[config.mk]
export PLATFORM = sky130hd
export DESIGN_NAME = nibble_serial_addsub_ctrl
export DESIGN_NICKNAME = d
export VERILOG_FILES = /design/src/rtl/nibble_serial_addsub_ctrl_pkg.sv /design/src/rtl/nibble_serial_addsub_ctrl_slice.sv /design/src/rtl/nibble_serial_addsub_ctrl.sv
export SDC_FILE = /design/constraint.sdc
export NUM_CORES = 1
export LEC_CHECK = 0
export ABC_AREA = 1
export BUFFER_PORTS_ARGS = -buffer_cell sky130_fd_sc_hd__buf_4
export CAP_MARGIN = 20
export CORE_ASPECT_RATIO = 1.4
export CORE_MARGIN = 2
export CORE_UTILIZATION = 30
export CTS_BUF_LIST = sky130_fd_sc_hd__clkbuf_2 sky130_fd_sc_hd__clkbuf_4 sky130_fd_sc_hd__clkbuf_8
export DETAILED_ROUTE_END_ITERATION = 12
export PLACE_DENSITY = 0.54
export SETUP_SLACK_MARGIN = 0.3
export SLEW_MARGIN = 15
export SYNTH_ARGS = -nofsm -noshare
export SYNTH_HDL_FRONTEND = slang
export SYNTH_SLANG_ARGS = --single-unit
[constraint.sdc]
create_clock -name clk -period 2.7 [get_ports clk]
set_clock_uncertainty 0.1 [all_clocks]
set_input_delay 0.135 -clock clk [delete_from_list [all_inputs] [get_ports clk]]
set_output_delay 0.135 -clock clk [all_outputs]
set_load 0.005 [all_outputs]
[src/rtl/nibble_serial_addsub_ctrl_pkg.sv]
// Shared types and helpers for the nibble-serial add/subtract controller.
package nibble_serial_addsub_ctrl_pkg;

    typedef enum logic [1:0] {
        ST_IDLE = 2'd0,
        ST_RUN  = 2'd1,
        ST_DONE = 2'd2
    } state_t;

    function automatic int nib_cnt_w(input int width);
        return (width / 4 <= 2) ? 1 : $clog2(width / 4);
    endfunction

endpackage

[src/rtl/nibble_serial_addsub_ctrl_slice.sv]
// One 4-bit add/subtract slice; cin is separate from m so nibbles chain.
module addsub_nibble_slice
    import nibble_serial_addsub_ctrl_pkg::*;
(
    input  logic [3:0] a,
    input  logic [3:0] b,
    input  logic       m,
    input  logic       cin,
    output logic [3:0] sum,
    output logic       c3,
    output logic       c4
);

    logic [3:0] w_bx;
    logic [4:0] w_full;

    assign w_bx   = b ^ {4{m}};
    assign w_full = {1'b0, a} + {1'b0, w_bx} + {4'b0, cin};
    assign sum    = w_full[3:0];
    assign c4     = w_full[4];
    // carry into bit 3 recovered from the bit-3 sum
    assign c3     = a[3] ^ w_bx[3] ^ w_full[3];

endmodule

[src/rtl/nibble_serial_addsub_ctrl.sv]
// Sequences one 4-bit slice over WIDTH/4 cycles, LSB nibble first.
module nibble_serial_addsub_ctrl
    import nibble_serial_addsub_ctrl_pkg::*;
#(
    parameter int WIDTH = 16
) (
    input  logic             clk,
    input  logic             rst,
    input  logic             start,
    input  logic             M,
    input  logic [WIDTH-1:0] A,
    input  logic [WIDTH-1:0] B,
    output logic             ready,
    output logic             busy,
    output logic             done,
    output logic [WIDTH-1:0] S,
    output logic             C,
    output logic             V,
    output logic             Z
);

    localparam int NIB       = WIDTH / 4;
    localparam int NIB_CNT_W = nib_cnt_w(WIDTH);
    localparam logic [NIB_CNT_W-1:0] LAST = NIB_CNT_W'(NIB - 1);

    state_t               r_state;
    logic [WIDTH-1:0]     r_a;
    logic [WIDTH-1:0]     r_b;
    logic [WIDTH-5:0]     r_acc;
    logic [WIDTH-1:0]     r_s;
    logic [NIB_CNT_W-1:0] r_cnt;
    logic                 r_m;
    logic                 r_cy;
    logic                 r_c;
    logic                 r_v;
    logic                 r_z;
    logic                 r_ready;
    logic                 r_busy;
    logic                 r_done;

    logic [3:0]           w_sum;
    logic                 w_c3;
    logic                 w_c4;
    logic [WIDTH-1:0]     w_final;

    addsub_nibble_slice u_slice (
        .a   (r_a[3:0]),
        .b   (r_b[3:0]),
        .m   (r_m),
        .cin (r_cy),
        .sum (w_sum),
        .c3  (w_c3),
        .c4  (w_c4)
    );

    // sum nibbles enter from the MSB side
    assign w_final = {w_sum, r_acc};

    always_ff @(posedge clk) begin
        if (rst) begin
            r_state <= ST_IDLE;
            r_a     <= '0;
            r_b     <= '0;
            r_acc   <= '0;
            r_s     <= '0;
            r_cnt   <= '0;
            r_m     <= 1'b0;
            r_cy    <= 1'b0;
            r_c     <= 1'b0;
            r_v     <= 1'b0;
            r_z     <= 1'b0;
            r_ready <= 1'b1;
            r_busy  <= 1'b0;
            r_done  <= 1'b0;
        end else begin
            r_done <= 1'b0;
            unique case (r_state)
                ST_IDLE, ST_DONE: begin
                    if (start) begin
                        r_a     <= A;
                        r_b     <= B;
                        r_m     <= M;
                        r_cy    <= M;
                        r_cnt   <= '0;
                        r_state <= ST_RUN;
                        r_ready <= 1'b0;
                        r_busy  <= 1'b1;
                    end else begin
                        r_state <= ST_IDLE;
                    end
                end
                ST_RUN: begin
                    r_a   <= r_a >> 4;
                    r_b   <= r_b >> 4;
                    r_acc <= w_final[WIDTH-1:4];
                    r_cy  <= w_c4;
                    r_cnt <= r_cnt + 1'b1;
                    if (r_cnt == LAST) begin
                        r_s     <= w_final;
                        r_c     <= w_c4;
                        r_v     <= w_c3 ^ w_c4;
                        r_z     <= (w_final == '0);
                        r_state <= ST_DONE;
                        r_done  <= 1'b1;
                        r_busy  <= 1'b0;
                        r_ready <= 1'b1;
                    end
                end
                default: begin
                    r_state <= ST_IDLE;
                    r_ready <= 1'b1;
                    r_busy  <= 1'b0;
                end
            endcase
        end
    end

    assign ready = r_ready;
    assign busy  = r_busy;
    assign done  = r_done;
    assign S     = r_s;
    assign C     = r_c;
    assign V     = r_v;
    assign Z     = r_z;

endmodule

==> results.py, run 1 <==
metrics = {
    "worst_setup_path": {
        "critical_path_buf_inv_count": 1,
        "slowest_stage": "dfxtp_1",
        "crit_fanout": 5,
        "cp-start-kind": "flip-flop",
        "arrival_ns": 2.43,
        "required_ns": 2.91,
        "critPathTopFamily": "adder cells",
        "worst_setup_path_end_kind": "flip-flop",
        "critPathKind": "flip-flop to flip-flop",
        "crit_chain": "xnor2_1 -> fa_1 -> fa_1 -> nor2_1 -> nor2_1 -> or2_2 -> nand3_1 -> nand2_1 -> inv_1",
        "slowest_delay_ns": 0.45,
    },
    "clock_tree": {
        "root_buffer": "clkbuf_8",
        "cts-buffers-inserted": 9,
        "cts_sinks": 72,
        "clockBufferDepth": 2,
        "clkLatencyLatePin_ns": 0.36,
        "cts_resized": 0,
        "cts_max_level": 3,
        "cts_tree": "built",
        "clk_pin_slew_ns": 0.07,
    },
    "layout": {
        "antennaDiodeCount": 0,
        "syn_to_final_growth_pct": 33.25,
        "fillers": 1041,
        "most-common-layout-cells": "dfxtp_1 (72), buf_4 (63), nor2_1 (50), nand2_1 (49), dlygate4sd3_1 (32)",
        "drive_gt1_frac": 0.2004,
        "nNetsFinal": 487,
        "mostFrequentLayoutCell": "dfxtp_1",
        "fin_util": 0.4079,
    },
    "power_and_ir_drop": {
        "p_clk_frac": 0.356,
        "vdd_drop_max_mv": 0.2898,
        "p_sw_mw": 0.6956,
        "p_seq_frac": 0.481,
        "finalPower_mw": 2.458,
        "powerDensity_nw_per_um2": 612.1,
        "power.leakage_nw": 1.741,
        "p_sw_frac": 0.2829,
        "comb_power_share": 0.163,
        "internal-power_mw": 1.763,
    },
    "die": {
        "start_util": 0.3061,
        "io_pins": 58,
        "dieArea_um2": 10880,
        "core_area_um2": 9846,
        "fp.dieW_um": 88.72,
        "rows": 43,
        "die_h_um": 122.6,
    },
    "global_routing": {
        "grt_pass1_vias": 2748,
        "use_met1": 0.1821,
        "grt-ovfl-total": 0,
        "use_met2": 0.2715,
        "track_usage": 0.1591,
        "antenna_found_initial": 0,
        "grt_pass1_wl_um": 13160,
        "grt_max_degree": 52,
        "top_usage_layer": "met2",
        "met3_usage": 0.03228,
    },
    "sta": {
        "tightest_slew_ns": 0.5008,
        "rsz0062_at_grt": "false",
        "timing.hold.ws_ns": 0.02218,
        "relSlewSlack": 0.6661,
        "fmax_mhz": 448.7,
        "hold_viol": 0,
        "drv_slew": 0,
        "setup_viol": 0,
        "fin_crit_sh": 0.8254,
        "fin_crit_ns": 2.229,
        "setup_slack_ns": 0.4713,
        "tns_ns": 0,
    },
    "place": {
        "io_buffers": 57,
        "dp_slack_ns": 0.4759,
        "globalplace.congestion": 0.8582,
        "dp_hpwl_um": 5260,
    },
    "routing": {
        "final_antenna_net_count": 0,
        "wl_um": 7892,
        "viasPerCell": 4.711,
        "post-route-drc-count": 0,
        "vias": 2751,
        "dr.first_iter.drc_count": 93,
        "wl_per_cell_um": 13.51,
        "drtPass1Iterations": 4,
    },
    "status": {
        "outcome": "complete, no violations",
    },
    "yosys": {
        "ys_seq_area_frac": 0.4782,
        "yosys_warnings": 0,
        "syn_area_per_cell_um2": 8.326,
        "synth_cell_type_count": 31,
        "ys_ff_latch": 72,
        "synth_cells": 362,
        "synth_area_um2": 3014,
        "syn_nets": 405,
    },
    "hold_path": {
        "min_path_type": "input pin to flip-flop",
    },
    "job": {
        "maxCapViolCount": 0,
    },
}
## area by class of cell
type                            count  area [um^2]  share of cell area
Sequential cell                    72         1441              0.3589
Multi-Input combinational cell    242         1311              0.3265
Timing Repair Buffer               95        793.3              0.1975
Tap cell                          135        168.9             0.04206
Clock buffer                       10        137.6             0.03427
Inverter                           24        95.09             0.02368
Clock inverter                      6        68.82             0.01713
## worst paths after layout
path	startpoint	cells after the start	to	slack [ns]
worst max-delay path	r_m	9	V	0.47
worst max register to register	r_m	9	V	0.47
worst min register to register	busy	2	busy	0.37
worst min-delay path	B[0]	3	r_b[0]	0.02
## stage by stage
stage / cells / cell area (um^2)
2_1_floorplan: 362 / 3014
3_3_place_gp: 536 / 3490
3_5_place_dp: 536 / 3490
4_1_cts: 584 / 4016
5_1_grt: 584 / 4016
6_report: 584 / 4016
## cells by family after synthesis
kind of cell,share of synthesized area
AO/OA/AOI/OAI,0.1611
flip-flops,0.4782
buffers and inverters,0.08675
AND/OR/NAND/NOR,0.2283
adder cells (fa/ha/maj),0.03404
XOR/XNOR,0.01163
## cells in the mapped netlist, drive strengths merged
library cell  instances  area share
o211ai                1      0.0025
clkbuf                4      0.0054
xor2                  2      0.0058
ha                    5       0.021
fa                    2       0.013
nor3                 23       0.038
a21oi                26       0.043
dfxtp                72        0.48
o21ai                25       0.042
o21a                  1      0.0025
inv                  24       0.032
nand3                24       0.040
xnor2                 2      0.0058
nand2                51       0.067
o221ai               23       0.067
nor2                 53       0.079
a31oi                 1      0.0021
buf                  20       0.050
o21bai                1      0.0025
or2                   2      0.0042
## flip-flops by register name (all words and copies together) (netlist names)
register and flops:
ready 1, r_m 1, r_cnt 2, done 1
r_state 2, r_a 16, r_cy 1, C 1
r_b 16, S 16, r_acc 12, busy 1
V 1, Z 1
## what timing repair did
action                     in CTS  in global routing
hold endpoints to repair       32                  0
setup endpoints to repair       0                  0
setup buffers                   0                  0
hold buffers                   32                  0
## tightest hold or removal path, stage by stage
cell and delay (ns):
buf_4 0.08, o21ai_0 0.09, a21oi_1 0.14
## routing by layer
layer / vias to the layer above / part of all wire
li1: 1396 / -
met5: - / 0
met1: 1275 / 0.43
met3: 15 / 0.040
met4: 0 / 0.030
met2: 65 / 0.51
## power groups by stage
| stage | clock network, mW | registers (mW) | logic (mW) |
|---|---|---|---|
| floorplan | 0 | 1.19 | 0.269 |
| global placement | 0 | 1.21 | 0.357 |
| detailed placement | 0 | 1.21 | 0.364 |
| CTS | 0.898 | 1.18 | 0.404 |
| global route | 0.947 | 1.19 | 0.455 |
| finish | 0.875 | 1.18 | 0.400 |
Power figures use the tool's default switching activity.
==> inputs of run 2 (changes only) <==
- clock period: 2.7 -> 2.1 ns (I/O delays scaled with it)
==> run 2 against run 1 <==
  * Clock power is 38% higher
  * Wire length is 1.3% lower
  * Total power is 35% higher
  * Via count is 1.2% higher
  * Highest routed layer unchanged
  * First-iteration DRC count is 5.4% lower
  * Flip-flop and latch count stayed put
  * Global-route usage is 0.78 points lower
  * Sequential share of layout area is 1.5 points lower
==> results.py, run 2 (same netlist as run 1, synthesis figures left out) <==
metrics = {
    "status": {
        "outcome": "complete, no violations",
    },
    "die": {
        "dieArea_um2": 10880,
        "rows": 43,
        "core_area_um2": 9846,
        "die_h_um": 122.6,
        "start_util": 0.3061,
        "io_pins": 58,
        "fp.dieW_um": 88.72,
    },
    "sta": {
        "drv_slew": 0,
        "setup_slack_ns": 0.04814,
        "setup_viol": 0,
        "fin_crit_ns": 2.052,
        "tightest_slew_ns": 0.3215,
        "rsz0062_at_grt": "true",
        "tns_ns": 0,
        "timing.hold.ws_ns": 0.03734,
        "fin_crit_sh": 0.9771,
        "hold_viol": 0,
        "fmax_mhz": 487.4,
        "relSlewSlack": 0.7834,
    },
    "global_routing": {
        "track_usage": 0.1513,
        "grt-ovfl-total": 0,
        "met3_usage": 0.02757,
        "grt_pass1_vias": 2691,
        "grt_pass1_wl_um": 12500,
        "grt_max_degree": 52,
        "use_met2": 0.2663,
        "top_usage_layer": "met2",
        "antenna_found_initial": 0,
        "use_met1": 0.1658,
    },
    "routing": {
        "dr.first_iter.drc_count": 88,
        "post-route-drc-count": 0,
        "wl_per_cell_um": 13.22,
        "drtPass1Iterations": 4,
        "vias": 2783,
        "wl_um": 7786,
        "viasPerCell": 4.725,
        "final_antenna_net_count": 0,
    },
    "worst_setup_path": {
        "worst_setup_path_end_kind": "flip-flop",
        "crit_fanout": 3,
        "critPathKind": "flip-flop to flip-flop",
        "required_ns": 2.29,
        "cp-start-kind": "flip-flop",
        "arrival_ns": 2.24,
    },
    "layout": {
        "fin_util": 0.4261,
        "mostFrequentLayoutCell": "dfxtp_1",
        "nNetsFinal": 492,
        "most-common-layout-cells": "dfxtp_1 (70), buf_4 (64), nor2_1 (48), nand2_1 (46), dlygate4sd3_1 (33)",
        "drive_gt1_frac": 0.2489,
        "stdcell_count": 589,
        "fillers": 1025,
        "syn_to_final_growth_pct": 39.19,
        "antennaDiodeCount": 0,
    },
    "hold_path": {
        "min_path_type": "input pin to flip-flop",
    },
    "clock_tree": {
        "cts_sinks": 72,
        "cts_tree": "built",
        "root_buffer": "clkbuf_8",
        "cts_max_level": 3,
        "cts-buffers-inserted": 9,
        "clk_pin_slew_ns": 0.07,
        "clkLatencyLatePin_ns": 0.35,
        "clockBufferDepth": 2,
    },
    "place": {
        "dp.cells": 537,
        "io_buffers": 57,
        "dp_slack_ns": 0.04820,
        "globalplace.congestion": 0.8332,
        "dp_hpwl_um": 5107,
    },
    "job": {
        "maxCapViolCount": 0,
    },
    "power_and_ir_drop": {
        "power.leakage_nw": 1.790,
        "powerDensity_nw_per_um2": 789.2,
        "vdd_drop_max_mv": 0.3786,
    },
}
run 2: report_power, final:
part / leakage, nW / internal [mW] / switching, mW
registers: 0.591 / 1.46 / 0.0672
logic: 1.09 / 0.263 / 0.309
clock network: 0.112 / 0.694 / 0.518
total: 1.79 / 2.42 / 0.893
run 2: layout make-up:
type                            count  area [um^2]  share of cell area
Tap cell                          135        168.9             0.04026
Sequential cell                    72         1444              0.3442
Inverter                           24        98.84             0.02356
Multi-Input combinational cell    242         1410              0.3361
Clock inverter                      6        82.58             0.01968
Clock buffer                       10        137.6             0.03281
Timing Repair Buffer              100        853.3              0.2034
run 2: worst paths after layout:
| check | startpoint | to | slack (ns) | depth (start not counted) |
|---|---|---|---|---|
| setup / recovery | r_b[0] | Z | 0.05 | 11 |
| hold / removal | rst | r_cy | 0.04 | 2 |
| setup reg to reg | r_b[0] | Z | 0.05 | 11 |
| hold reg to reg | r_b[4] | r_b[0] | 0.36 | 2 |
run 2: repair_timing:
action | 4_1_cts | 5_1_grt
endpoints found under the setup margin | 5 | 6
hold buffers | 33 | 0
buffers inserted | 1 | 2
gates resized for setup | 11 | 11
endpoints found under the hold margin | 33 | 0
pin swaps | 5 | 10
run 2: through the flow:
stage | total power [mW] | area, um^2
after floorplan | 1.886 | 3037
final | 3.311 | 4195
after CTS | 3.318 | 4119
after global routing | 3.468 | 4195
after global placement | 2.026 | 3522
after detailed placement | 2.034 | 3522
run 2: routing by layer:
layer  share of wire  wire length, um
met5               0                0
met4           0.029              223
met3           0.040              315
met2            0.52             4057
met1            0.41             3189
run 2: critical path: stages, from the launching register on:
cell     delay [ns]
dfxtp_2        0.34
xnor2_2        0.14
fa_2           0.36
fa_2           0.56
nand2_1        0.05
inv_1          0.05
nand2_1        0.04
nor2_1         0.08
nand3_1        0.08
nor2_1         0.09
nor2_1         0.04
nor2_1         0.07
